$ cat config.mk
export PLATFORM = sky130hd
export DESIGN_NAME = tm1638_frame_ctrl
export DESIGN_NICKNAME = d
export VERILOG_FILES = /design/src/rtl/tm1638_frame_ctrl.sv
export SDC_FILE = /design/constraint.sdc
export NUM_CORES = 1
export LEC_CHECK = 0
export ABC_AREA = 1
export CAP_MARGIN = 40
export CELL_PAD_IN_SITES_DETAIL_PLACEMENT = 0
export CELL_PAD_IN_SITES_GLOBAL_PLACEMENT = 2
export CORE_ASPECT_RATIO = 0.6
export CORE_UTILIZATION = 25
export DETAILED_ROUTE_END_ITERATION = 10
export GPL_TIMING_DRIVEN = 0
export MAX_ROUTING_LAYER = met4
export PLACE_DENSITY = 0.85
export SLEW_MARGIN = 20
export SYNTH_ARGS = -nofsm -noshare
export SYNTH_HDL_FRONTEND = slang
export SYNTH_SLANG_ARGS = --single-unit
$ cat constraint.sdc
create_clock -name clk -period 2.1 [get_ports clk]
set_input_delay 0.315 -clock clk [delete_from_list [all_inputs] [get_ports clk]]
set_output_delay 0.315 -clock clk [all_outputs]
set_load 0.01 [all_outputs]
$ cat src/rtl/tm1638_frame_ctrl.sv
// tm1638_frame_ctrl: TM1638 frame sequencer (refresh digits/LEDs, key scan when TM1638_KEY_SCAN_EN is defined)
module tm1638_frame_ctrl #(
  parameter int clk_mhz    = 50,
  parameter int refresh_hz = 100,
  parameter int gap_ns     = 1000
) (
  input  logic        clk,
  input  logic        rst,
  input  logic [63:0] digits,
  input  logic [7:0]  leds,
  input  logic [2:0]  brightness,
  input  logic        display_on,
  output logic [7:0]  keys,
  output logic        keys_valid,
  output logic        frame_busy,
  output logic        stb,
  output logic        dio_oe,
  output logic        sio_data_latch,
  output logic [7:0]  sio_data_in,
  output logic        sio_rw,
  input  logic        sio_busy,
  input  logic [7:0]  sio_data_out
);
  localparam int PERIOD  = clk_mhz * 1000000 / refresh_hz;
  localparam int GAP_RAW = (gap_ns * clk_mhz + 999) / 1000;
  localparam int GAP_CYC = GAP_RAW < 1 ? 1 : GAP_RAW;
  localparam int TW      = $clog2(PERIOD + 1);
  localparam int CW      = $clog2(GAP_CYC + 8);
`ifdef TM1638_KEY_SCAN_EN
  localparam logic [4:0] END_IDX = 5'd24;
`else
  localparam logic [4:0] END_IDX = 5'd19;
`endif
  typedef enum logic [2:0] {IDLE, START, SEND, WAIT_HI, WAIT_LO, GAP, DONE} state_t;
  state_t state, state_n;
  logic [TW-1:0] tmr;
  logic [CW-1:0] cnt;
  logic [4:0] idx;
  logic [63:0] dig_q;
  logic [7:0] led_q, cur_byte;
  logic [2:0] bri_q;
  logic [3:0] addr;
  logic on_q, tick, byte_done, rd_phase, unused_ok;
  assign tick = tmr == TW'(PERIOD - 1);
  assign byte_done = state == WAIT_LO && !sio_busy;
  assign unused_ok = ^sio_data_out;
`ifdef TM1638_KEY_SCAN_EN
  assign rd_phase = idx >= 5'd20 && idx <= 5'd23 && state != IDLE;
`else
  assign rd_phase = 1'b0;
`endif
  assign frame_busy = state != IDLE;
  assign stb = state == IDLE || state == DONE || (state == GAP && idx != 5'd20);
  assign dio_oe = !rd_phase;
  assign sio_rw = !rd_phase;
  assign sio_data_in = state == IDLE ? 8'h00 : cur_byte;
  assign sio_data_latch = state == SEND && !sio_busy;
  // Byte at the current frame position: commands, interleaved digit/LED data, dummy read byte
  always_comb begin
    addr = 4'(idx - 5'd2);
    cur_byte = idx == 5'd0  ? 8'h40 :
               idx == 5'd1  ? 8'hC0 :
               idx <  5'd18 ? (addr[0] ? {7'b0, led_q[addr[3:1]]} : dig_q[{addr[3:1], 3'b000} +: 8]) :
               idx == 5'd18 ? {4'b1000, on_q, bri_q} :
               idx == 5'd19 ? 8'h42 : 8'h00;
  end
  // Next state: frame start, byte handshake with busy-rise timeout, gaps and command boundaries
  always_comb begin
    state_n = state;
    case (state)
      IDLE:    state_n = tick ? START : IDLE;
      START:   state_n = SEND;
      SEND:    state_n = sio_busy ? SEND : WAIT_HI;
      WAIT_HI: state_n = sio_busy ? WAIT_LO : cnt == CW'(3) ? IDLE : WAIT_HI;
      WAIT_LO: state_n = sio_busy ? WAIT_LO : idx == 5'd23 ? DONE :
                         (idx == 5'd0 || idx == 5'd17 || idx == 5'd18 || idx == 5'd19) ? GAP : SEND;
      GAP:     state_n = cnt != CW'(GAP_CYC - 1) ? GAP : idx == 5'd20 ? SEND : idx == END_IDX ? DONE : START;
      DONE:    state_n = IDLE;
      default: state_n = IDLE;
    endcase
  end
  // State register, refresh timer, per-state cycle counter, frame position and input snapshot
  always_ff @(posedge clk) begin
    if (rst) begin
      state <= IDLE;
      tmr <= '0;
      cnt <= '0;
      idx <= '0;
      dig_q <= '0;
      led_q <= '0;
      bri_q <= '0;
      on_q <= 1'b0;
    end else begin
      state <= state_n;
      tmr <= tick ? '0 : tmr + 1'b1;
      cnt <= state_n != state ? '0 : cnt + 1'b1;
      if (state == IDLE && tick) begin
        dig_q <= digits;
        led_q <= leds;
        bri_q <= brightness;
        on_q <= display_on;
        idx <= '0;
      end else if (byte_done) idx <= idx + 1'b1;
    end
  end
`ifdef TM1638_KEY_SCAN_EN
  logic [5:0] rd_q;
  // Gather bits 0 and 4 of each read byte; publish all 8 keys when the last read completes
  always_ff @(posedge clk) begin
    if (rst) begin
      rd_q <= '0;
      keys <= '0;
      keys_valid <= 1'b0;
    end else begin
      keys_valid <= byte_done && idx == 5'd23;
      if (byte_done && rd_phase) rd_q <= {sio_data_out[4], sio_data_out[0], rd_q[5:2]};
      if (byte_done && idx == 5'd23) keys <= {sio_data_out[4], sio_data_out[0], rd_q};
    end
  end
`else
  assign keys = '0;
  assign keys_valid = 1'b0;
`endif
endmodule
==> results.sh <==
export IMPL_start_kind="register"
export IMPL_die_h_um=114
export IMPL_critPathCapture="sio_data_in[6]"
export IMPL_total_power_w=0.00415
export IMPL_clockRootBuffer="clkbuf_16"
export IMPL_clockBufferDepth=2
export IMPL_worst_slack_ns=-0.474
export IMPL_yosysSeqAreaShare_pct=41.8
export IMPL_fill_cells=2237
export IMPL_p_int_w=0.00321
export IMPL_grt_max_degree=20
export IMPL_synth_area_per_cell_um2=7.04
export IMPL_syn_to_final_growth_pct=36.9
export IMPL_switching_share_pct=22.5
export IMPL_floorplan_die_area_um2=21500
export IMPL_switchingPower_w=0.000935
export IMPL_fmax_mhz=389
export IMPL_yosysTopAreaCell="dfxtp_1"
export IMPL_ys_warn_count=0
export IMPL_drc=0
export IMPL_rows=40
export IMPL_power_density_nw_per_um2=581
export IMPL_antenna_found_initial=0
export IMPL_numCtsBuffers=9
export IMPL_reg2reg_depth=12
export IMPL_synth_cells=741
export IMPL_core_region_area_um2=20200
export IMPL_period_share_pct=123
export IMPL_utilization_pct=35.3
export IMPL_synth_distinct_cells=38
export IMPL_rr_endpoint="cnt[0]"
export IMPL_fin_skew_ns=0.00859
export IMPL_pwr_share_comb_pct=5.9
export IMPL_required_ns=1.78
export IMPL_dpl_hpwl_um=12400
export IMPL_synth_top_cell_area_share_pct=41.8
export IMPL_seqPwrFrac_pct=50.2
export IMPL_drt_first_pass_iters=5
export IMPL_clockPowerShare_pct=43.9
export IMPL_grt_pass1_vias=4782
export IMPL_place_congestion=0.829
export IMPL_final_max_slew_viol_count=0
export IMPL_synth_common_cells="nor2_1, dfxtp_1, o21ai_0"
export IMPL_grt_ovfl_total=0
export IMPL_regArea_um2=2190
export IMPL_avgViaCountPerCell=4.50
export IMPL_yosys_top_cells_area="dfxtp_1, nor2_1, o21ai_0"
export IMPL_drtIter0Drc=346
export IMPL_drive_gt1_share_pct=14.4
export IMPL_track_usage_pct=16.1
export IMPL_reg2reg_setup_slack_ns=0.19
export IMPL_num_vias=5157
export IMPL_wl_um=16700
export IMPL_outcome="finished, violations left"
export IMPL_finalHoldViolations=0
export IMPL_cts_clk_slew_worst_paths_ns=0.08
export IMPL_critical_path_class="register to primary output"
export IMPL_reg2reg_from="idx[1]"
export IMPL_synth_edf_count=0
export IMPL_hold_depth=1
export IMPL_io_pins=109
export IMPL_worstSetupStartpoint="idx[1]"
export IMPL_setup_violations=9
export IMPL_synth_most_common_cell="nor2_1"
export IMPL_clock_latency_ns=0.35
export IMPL_max_vdd_ir_drop_mv=0.355
export IMPL_syn_cell_area_um2=5220
export IMPL_cts_sinks=109
export IMPL_synth_top_flop_cell="dfxtp_1"
export IMPL_multiInputGateArea_um2=2810
export IMPL_grt_pass1_wl_um=25800
export IMPL_async_reset_ff_share_pct=0
export IMPL_start_util_pct=25.8
export IMPL_cts_tree="built"
export IMPL_diodes=0
export IMPL_ant_nets=0
export IMPL_cp_max_fo=7
export IMPL_violations="negative setup slack"
export IMPL_p_leak_nw=2.94
export IMPL_drv_cap=0
export IMPL_yosys_register_bits=109
export IMPL_h_tree_depth=3
export IMPL_hp_class="register to register"
export IMPL_nets=963
export IMPL_fin_crit_ns=2.57
export IMPL_worstPathArrival_ns=2.26
export IMPL_rsz0062_at_grt="true"
export IMPL_wl_per_cell_um=14.6
export IMPL_crit_path_end_kind="primary output"
export IMPL_die_x_um=188
export IMPL_port_buffers=89
[stage by stage]
stage | area [µm²] | setup TNS, ns | std cells | setup slack (ns) | hold slack [ns]
after floorplan | 5290 | 0 | 750 | 0.00491 | 0.384
after global placement | 6520 | -13.28 | 1112 | -1.18 | 0.430
after detailed placement | 6520 | -13.19 | 1112 | -1.13 | 0.438
after CTS | 7030 | -3.58 | 1140 | -0.474 | 0.456
after global routing | 7140 | -4.46 | 1145 | -0.559 | 0.473
final | 7140 | -3.64 | 1145 | -0.474 | 0.451
[how the worst min path moves through the flow]
stage                 from        to  slack (ns)
finish              tmr[0]    tmr[0]        0.45
global route        tmr[0]    tmr[0]        0.47
CTS                 tmr[0]    tmr[0]        0.46
detailed placement  tmr[0]    tmr[0]        0.44
global placement    tmr[0]    tmr[0]        0.43
floorplan              rst  state[2]        0.38
[sequential cells by signal, indices dropped and copies added (netlist names)]
signal	flops
tmr	19
idx	5
led_q	8
cnt	6
state	3
bri_q	3
dig_q	64
on_q	1
[placed cells by master (no fill, tap or decap), types with 4 or more instances in the layout]
master / n
nor2_1: 210
dfxtp_1: 106
o21ai_0: 94
clkdlybuf4s50_1: 80
nand2_1: 63
inv_1: 38
a21oi_1: 25
buf_4: 24
buf_2: 23
nand3_1: 19
o21ai_1: 18
conb_1: 11
clkbuf_1: 10
nor3_1: 10
clkbuf_16: 10
nand4_1: 9
o211ai_1: 9
xor2_1: 9
ha_1: 8
inv_2: 5
inv_6: 5
o22ai_1: 5
buf_8: 4
clkbuf_2: 4
nor2_2: 4
o221ai_1: 4
nor3b_1: 4
xnor2_1: 4
[power by group through the flow]
stage	logic, W	registers, W	clock network (W)
after CTS	0.000247	0.00208	0.00187
after detailed placement	0.000245	0.00213	0
after floorplan	0.0000722	0.00213	0
after global placement	0.000246	0.00213	0
final	0.000246	0.00208	0.00182
after global routing	0.000267	0.00208	0.00197
[cell families after synthesis]
| family | synth area share [%] |
|---|---|
| adder cells (fa/ha/maj) | 2.16 |
| buffers and inverters | 7.87 |
| flip-flops | 41.8 |
| other | 0.144 |
| XOR/XNOR | 2.18 |
| AO/OA/AOI/OAI | 18.2 |
| AND/OR/NAND/NOR | 27.6 |
[per-layer routing]
metal	up-vias	routed length (µm)	global-route usage (%)
li1	2685	-	-
met1	2351	9230	24.2
met2	110	6610	22.0
met3	11	751	2.98
met4	0	123	2.85
met5	-	0	-
[final cells by class]
cell class	count	area share, %
clock buffer	10	3.35
timing repair buffer	106	14.2
inverter	45	2.51
multi-input combinational	550	39.4
sequential	109	30.7
tap	273	4.78
buffer	46	4.12
clock inverter	6	1.05
[critical path, cell delays in order (launching register included)]
cell,delay [ns]
dfxtp_4,0.38
inv_6,0.04
buf_8,0.12
ha_4,0.35
buf_8,0.15
o21ai_4,0.06
o221ai_2,0.19
o211ai_1,0.19
a31oi_2,0.24
buf_2,0.18
[timing repair]
item                                    CTS  global route
pin swaps                                25            19
endpoints found under the setup margin   26            22
hold buffers                              0             0
resized for setup                        75            22
setup buffers                            10             4
cloned                                    2             1
No activity file was read; power rests on OpenSTA's default activity.
